$ cat src/rtl/seg7_bin_display_pkg.sv
// Shared constants for the binary to seven-segment display path.
// Segment patterns are {g,f,e,d,c,b,a} and active-low; decoders invert them when needed.
package seg7_bin_display_pkg;

   localparam int NDIG  = 6;
   localparam int NSTEP = 24;
   localparam int BW    = 24;
   localparam int CW    = 5;

   typedef enum logic [1:0] {
      S_IDLE,
      S_SHIFT,
      S_DONE
   } state_t;

   localparam logic [6:0] SEG_0     = 7'h40;
   localparam logic [6:0] SEG_1     = 7'h79;
   localparam logic [6:0] SEG_2     = 7'h24;
   localparam logic [6:0] SEG_3     = 7'h30;
   localparam logic [6:0] SEG_4     = 7'h19;
   localparam logic [6:0] SEG_5     = 7'h12;
   localparam logic [6:0] SEG_6     = 7'h02;
   localparam logic [6:0] SEG_7     = 7'h78;
   localparam logic [6:0] SEG_8     = 7'h00;
   localparam logic [6:0] SEG_9     = 7'h10;
   localparam logic [6:0] SEG_BLANK = 7'h7F;
   localparam logic [6:0] SEG_DASH  = 7'h3F;

   // Digit codes above 9 never come out of the BCD engine, so 10 marks a dash.
   localparam logic [3:0] DIG_DASH = 4'hA;

   function automatic logic [6:0] seg_pattern(input logic [3:0] d);
      logic [6:0] p;
      p = SEG_DASH;
      case (d)
         4'd0: p = SEG_0;
         4'd1: p = SEG_1;
         4'd2: p = SEG_2;
         4'd3: p = SEG_3;
         4'd4: p = SEG_4;
         4'd5: p = SEG_5;
         4'd6: p = SEG_6;
         4'd7: p = SEG_7;
         4'd8: p = SEG_8;
         4'd9: p = SEG_9;
         default: p = SEG_DASH;
      endcase
      return p;
   endfunction

   function automatic logic [BW-1:0] bcd_adjust(input logic [BW-1:0] b);
      logic [BW-1:0] r;
      r = b;
      for (int i = 0; i < NDIG; i++) begin
         if (b[4*i +: 4] >= 4'd5)
            r[4*i +: 4] = b[4*i +: 4] + 4'd3;
      end
      return r;
   endfunction

endpackage

$ cat src/rtl/seg7_digit_decode.sv
// One seven-segment digit: BCD code plus blank flag to segment pins.
// Polarity is selected at elaboration time.
module seg7_digit_decode
   import seg7_bin_display_pkg::*;
#(
   parameter bit ACTIVE_LOW = 1'b1
) (
   input  logic [3:0] digit,
   input  logic       blank,
   output logic [6:0] seg
);

   logic [6:0] raw;

   always_comb begin
      raw = blank ? SEG_BLANK : seg_pattern(digit);
      seg = ACTIVE_LOW ? raw : ~raw;
   end

endmodule

$ cat src/rtl/seg7_bin_display.sv
// Binary 0..999999 to six DE2 seven-segment digits via a sequential
// double-dabble engine; the display only updates when a pass completes.
module seg7_bin_display
   import seg7_bin_display_pkg::*;
#(
   parameter int MAX_VAL        = 999999,
   parameter bit BLANK_LZ       = 1'b1,
   parameter bit SEG_ACTIVE_LOW = 1'b1
) (
   input  logic          clk,
   input  logic          rst_n,
   input  logic [BW-1:0] data,
   output logic [6:0]    hex0,
   output logic [6:0]    hex1,
   output logic [6:0]    hex2,
   output logic [6:0]    hex3,
   output logic [6:0]    hex4,
   output logic [6:0]    hex5,
   output logic          busy,
   output logic          valid
);

   localparam logic [BW-1:0] MAX_Q = BW'(MAX_VAL);
   localparam logic [CW-1:0] LAST  = CW'(NSTEP - 1);

   state_t          state;
   logic [BW-1:0]   bin_q;
   logic [BW-1:0]   last_q;
   logic [BW-1:0]   bcd;
   logic [CW-1:0]   cnt;
   logic            init;
   logic            ovr;
   logic [BW-1:0]   disp_q;
   logic [NDIG-1:0] disp_blank;

   logic [BW-1:0]   adj;
   logic [BW-1:0]   dig_nxt;
   logic [NDIG-1:0] blank_nxt;
   logic            lz;

   assign adj = bcd_adjust(bcd);

   // Leading zeros blank from the top down; the units digit is never blanked.
   always_comb begin
      dig_nxt   = bcd;
      blank_nxt = '0;
      lz        = BLANK_LZ;
      if (ovr) begin
         dig_nxt = {NDIG{DIG_DASH}};
      end else begin
         for (int i = NDIG - 1; i >= 1; i--) begin
            lz           = lz && (bcd[4*i +: 4] == 4'd0);
            blank_nxt[i] = lz;
         end
      end
   end

   always_ff @(posedge clk or negedge rst_n) begin
      if (!rst_n) begin
         state      <= S_IDLE;
         bin_q      <= '0;
         last_q     <= '0;
         bcd        <= '0;
         cnt        <= '0;
         init       <= 1'b1;
         ovr        <= 1'b0;
         disp_q     <= '0;
         disp_blank <= '1;
         busy       <= 1'b0;
         valid      <= 1'b0;
      end else begin
         valid <= 1'b0;
         case (state)
            S_IDLE: begin
               if (init || (data != last_q)) begin
                  bin_q  <= data;
                  last_q <= data;
                  init   <= 1'b0;
                  bcd    <= '0;
                  cnt    <= '0;
                  ovr    <= (data > MAX_Q);
                  busy   <= 1'b1;
                  state  <= S_SHIFT;
               end
            end
            S_SHIFT: begin
               {bcd, bin_q} <= {adj[BW-2:0], bin_q, 1'b0};
               cnt          <= cnt + 1'b1;
               if (cnt == LAST)
                  state <= S_DONE;
            end
            S_DONE: begin
               disp_q     <= dig_nxt;
               disp_blank <= blank_nxt;
               valid      <= 1'b1;
               busy       <= 1'b0;
               state      <= S_IDLE;
            end
            default: state <= S_IDLE;
         endcase
      end
   end

   logic [6:0] seg [NDIG];

   for (genvar g = 0; g < NDIG; g++) begin : g_dig
      seg7_digit_decode #(
         .ACTIVE_LOW(SEG_ACTIVE_LOW)
      ) u_dec (
         .digit(disp_q[4*g +: 4]),
         .blank(disp_blank[g]),
         .seg  (seg[g])
      );
   end

   assign hex0 = seg[0];
   assign hex1 = seg[1];
   assign hex2 = seg[2];
   assign hex3 = seg[3];
   assign hex4 = seg[4];
   assign hex5 = seg[5];

endmodule

$ cat config.mk
export PLATFORM = sky130hd
export DESIGN_NAME = seg7_bin_display
export DESIGN_NICKNAME = d
export VERILOG_FILES = /design/src/rtl/seg7_bin_display_pkg.sv /design/src/rtl/seg7_digit_decode.sv /design/src/rtl/seg7_bin_display.sv
export SDC_FILE = /design/constraint.sdc
export NUM_CORES = 1
export LEC_CHECK = 0
export BUFFER_PORTS_ARGS = -buffer_cell sky130_fd_sc_hd__buf_2
export CORE_MARGIN = 2
export CORE_UTILIZATION = 60
export DETAILED_ROUTE_END_ITERATION = 16
export GPL_TIMING_DRIVEN = 0
export PLACE_DENSITY = 0.78
export SETUP_SLACK_MARGIN = 0.1
export SLEW_MARGIN = 20
export SYNTH_ARGS = -nofsm -noshare
export SYNTH_HDL_FRONTEND = slang
export SYNTH_HIERARCHICAL = 1
export SYNTH_SLANG_ARGS = --single-unit
export TNS_END_PERCENT = 100
$ cat constraint.sdc
create_clock -name clk -period 2.35 [get_ports clk]
set_clock_uncertainty 0.2 [all_clocks]
set_input_delay 0.47 -clock clk [delete_from_list [all_inputs] [get_ports clk]]
set_output_delay 0.47 -clock clk [all_outputs]
set_load 0.03 [all_outputs]
==> results.md <==
- Switching share of power: 41.6%
- Number of placement rows: 38
- H-tree depth: 4
- Setup-failing EPs final: 14
- Area delta synth->final: 35.2%
- Failing checks: negative setup slack
- Initial DRC Count: 462
- Worst slack, placed: -0.282 ns
- Via count: 6,023
- Deepest clock path buffer count: 2
- Slowest cell on the critical path: dfrtp_2
- Post-Synth XOR/XNOR Area: 4.02%
- DR WL/cell: 19.2 um
- Post-synth top area cell: dfrtp_1
- Tightest Hold Check Type: in2reg
- MaxCap Viol Count: 0
- Mux cell area share after synthesis: 5.11%
- CTS tree: done
- Net count, final: 893
- Setup slack after layout: -0.0946 ns
- Largest net degree at the start of global routing: 70
- All-Layer GR Usage: 29.1%
- Finished Layout Cells: 972
- Reg2reg path depth: 7
- Global route overflow: 0
- Largest family of logic cells by synthesized area: compound AO/OA/AOI/OAI gates
- CP Cell Sequence: ha_4 > or2_1 > a211oi_2 > nor2_1 > buf_4
- Register area share after synthesis: 42.0%
- Fin. Hold Viols: 0
- Placed insts: 899
- GPL Wtd Cong: 0.895
- Top Ports: 70
- Critical Path RT: 1.68 ns
- Antenna-violating nets left: 0
- Synth Flop Type: dfrtp_1
- Skew-Pair Late Insertion Delay: 0.42 ns
- # port buffers: 69
- HPWL Detailed: 11,100 um
- Worst R2R Start: bcd[20]$_DFFE_PN0P_
- Post-synth top area share: 39.3%
- Share of cells above drive strength 1: 37.0%
- P_leak: 0.00411 uW
- Setup CP Type: reg2out
- Starting Density: 61.8%
- F_max: 409 MHz
- RSZ-0062 raised after global routing: yes
- Die height: 110 um
- IR drop worst, VDD: 1.05 mV
- Core footprint: 10,900 um2
- Final WL: 18,700 um
- Pwr/cell area: 1340 nW/um2
- Die ar.: 12,100 um2
- Post-synthesis compound-gate area fraction: 19.0%
- Vias in the first global route: 5,666
- Worst hold endpoint: bin_q[5]$_DFFE_PN0P_
- Delay-heaviest family, CP: flip-flops
- Synthesized flop and latch total: 113
- Clk pwr share: 23.8%
- Final setup TNS: -0.619 ns
- Sequential group share of total power: 23.3%
- Mean Syn Cell Area: 9.80 um2
- Crit path capture type: primary output
- Vias per Instance: 6.20
- Post-Synthesis Cells: 689
- Post-synth EDFFs: 0
- Worst EP arrival: 1.77 ns
- Min Tclk post-route: 2.44 ns
- Crit start category: flip-flop
- Hold depth: 2
- Final antenna diode count: 0
- Root buffer cell: clkbuf_16
- Flop-to-flop setup slack: -0.02 ns
- Adder-Cell Fraction of Synth Area: 8.89%
- Syn nets: 763
- Max_slew headroom: 62.4%
- Status: complete, but fails checks
- Slew Viols, Final: 0
- CP peak stage delay: 0.46 ns
- Critical Path Fanout Max: 3
- # DRC: 0
- Switching power: 5110 uW
- Worst R2R End: disp_blank[1]$_DFFE_PN1P_
- Int Pwr: 7170 uW
- Tcrit/Tclk final: 104%
- Worst hold start: data[5]
- Clock-pin slew on the worst setup and hold paths: 0.05 ns
- Combinational group share of total power: 52.9%
- Initial antenna violation count: 0
- Synth area leaders: dfrtp_1 (39%), ha_1 (8.9%), mux2_2 (4.7%)
- Die Wd: 110 um
- Crit path buffers/inverters: 1
- Drt pass-1 iters: 8
- Clock sinks: 113
- First-pass GRT wire length: 27,100 um
- TritonCTS buffer count: 17
- Unique masters post-synth: 57
- Layout Utilization: 83.5%
- Synth warnings: 6
- Synth Area in Simple Gates: 15.7%
- Least-Margin Pin Slew: 0.550 ns
- FFs w/ async S/R, synth: 100%
- Post-Synthesis Cell Area: 6760 um2
[sequential cells by signal, indices dropped and copies added (netlist names)]
signal and flops:
ovr 1, busy 1, disp_blank 6, disp_q 24
bin_q 24, state 2, last_q 24, bcd 24
valid 1, cnt 5, init 1
[worst max-delay path by stage]
| stage | from | endpoint | slack, ns | cells past startpoint |
|---|---|---|---|---|
| detailed placement | data[7] | bin_q[6]$_DFFE_PN0P_ | -0.28 | 9 |
| global route | disp_q[20]$_DFFE_PN0P_ | hex5[3] | -0.13 | 5 |
| finish | disp_q[8]$_DFFE_PN0P_ | hex2[0] | -0.09 | 5 |
| CTS | disp_q[8]$_DFFE_PN0P_ | hex2[0] | -0.04 | 5 |
| global placement | rst_n | disp_q[15]$_DFFE_PN0P_ | -0.63 | 1 |
| floorplan | disp_q[0]$_DFFE_PN0P_ | hex0[3] | 0.12 | 5 |
[metrics by stage]
step | cell area (um2) | hold WS, ns | total power [uW]
2_1_floorplan | 6760 | -0.0256 | 6280
4_1_cts | 8630 | 0.124 | 11400
5_1_grt | 9130 | 0.135 | 12800
6_report | 9130 | 0.131 | 12300
3_5_place_dp | 7310 | 0.224 | 7530
3_3_place_gp | 7280 | 0.266 | 7260
[per-layer routing]
metal	up-vias	share of wire [%]	global-route usage (%)
li1	2731	-	-
met1	2990	40	34.9
met4	0	2.1	10.4
met2	254	52	52.6
met3	48	5.0	5.06
met5	-	0	0
[cell type report]
type	instances	area, um2
Multi-Input combinational cell	495	4070
Tap cell	140	175
Fill cell	585	1800
Inverter	40	165
Clock inverter	9	175
Timing Repair Buffer	111	910
Buffer	41	290
Clock buffer	23	498
Sequential cell	113	2850
[cells in the final DEF (no fill, tap or decap), types with 12 or more instances in the layout]
cell	count
a21oi_1	19
a221o_1	24
and3_1	22
buf_2	30
buf_4	63
buf_6	28
clkbuf_1	12
clkbuf_16	19
dfrtp_1	95
ha_1	23
ha_4	17
inv_1	27
mux2_2	26
nand2_1	44
nand2b_1	25
nor2_1	38
o21ai_0	42
o21ai_1	20
o21bai_1	12
o22ai_1	12
xnor2_1	18
xor2_1	12
[Yosys cell counts (22+ instances only)]
cell type    n
dfrtp_1    106
a21oi_1     30
and3_1      22
nand2_1     46
o21ai_0     54
mux2_2      28
inv_1       40
nand2b_1    29
ha_1        48
a221o_1     24
nor2_1      45
[worst reg2reg max path, stage by stage (launching register included)]
cell and delay (ns):
dfrtp_1 0.40, inv_2 0.09, ha_4 0.13, or4b_4 0.50, nor4b_4 0.30, nand3_2 0.16, nor4b_4 0.33, a32o_1 0.21
[cell families (layout without fill, tap and decap cells)]
kind of cell,Yosys count,in the layout
and+or+nand+nor,195,195
DFF,113,113
buffers and inverters,81,224
AOI/OAI and AO/OA,190,190
muxes,31,31
xor gates and xnor gates,31,31
adders and majority gates,48,48
[what timing repair did]
| action | in CTS | in global routing |
|---|---|---|
| gates resized for setup | 109 | 144 |
| hold buffers | 1 | 0 |
| setup buffers | 33 | 5 |
| endpoints found under the setup margin | 90 | 140 |
| endpoints found under the hold margin | 40 | 0 |
| cloned | 0 | 2 |
| pin swaps | 39 | 54 |
[power by group through the flow]
stage | registers (uW) | logic (uW) | clock network, uW
after floorplan | 2680 | 3610 | 0
after global placement | 2780 | 4480 | 0
after detailed placement | 2830 | 4700 | 0
after CTS | 2770 | 5700 | 2920
after global routing | 2910 | 6910 | 3030
final | 2870 | 6490 | 2920
Note: power is estimated with default switching activity, not from simulation.
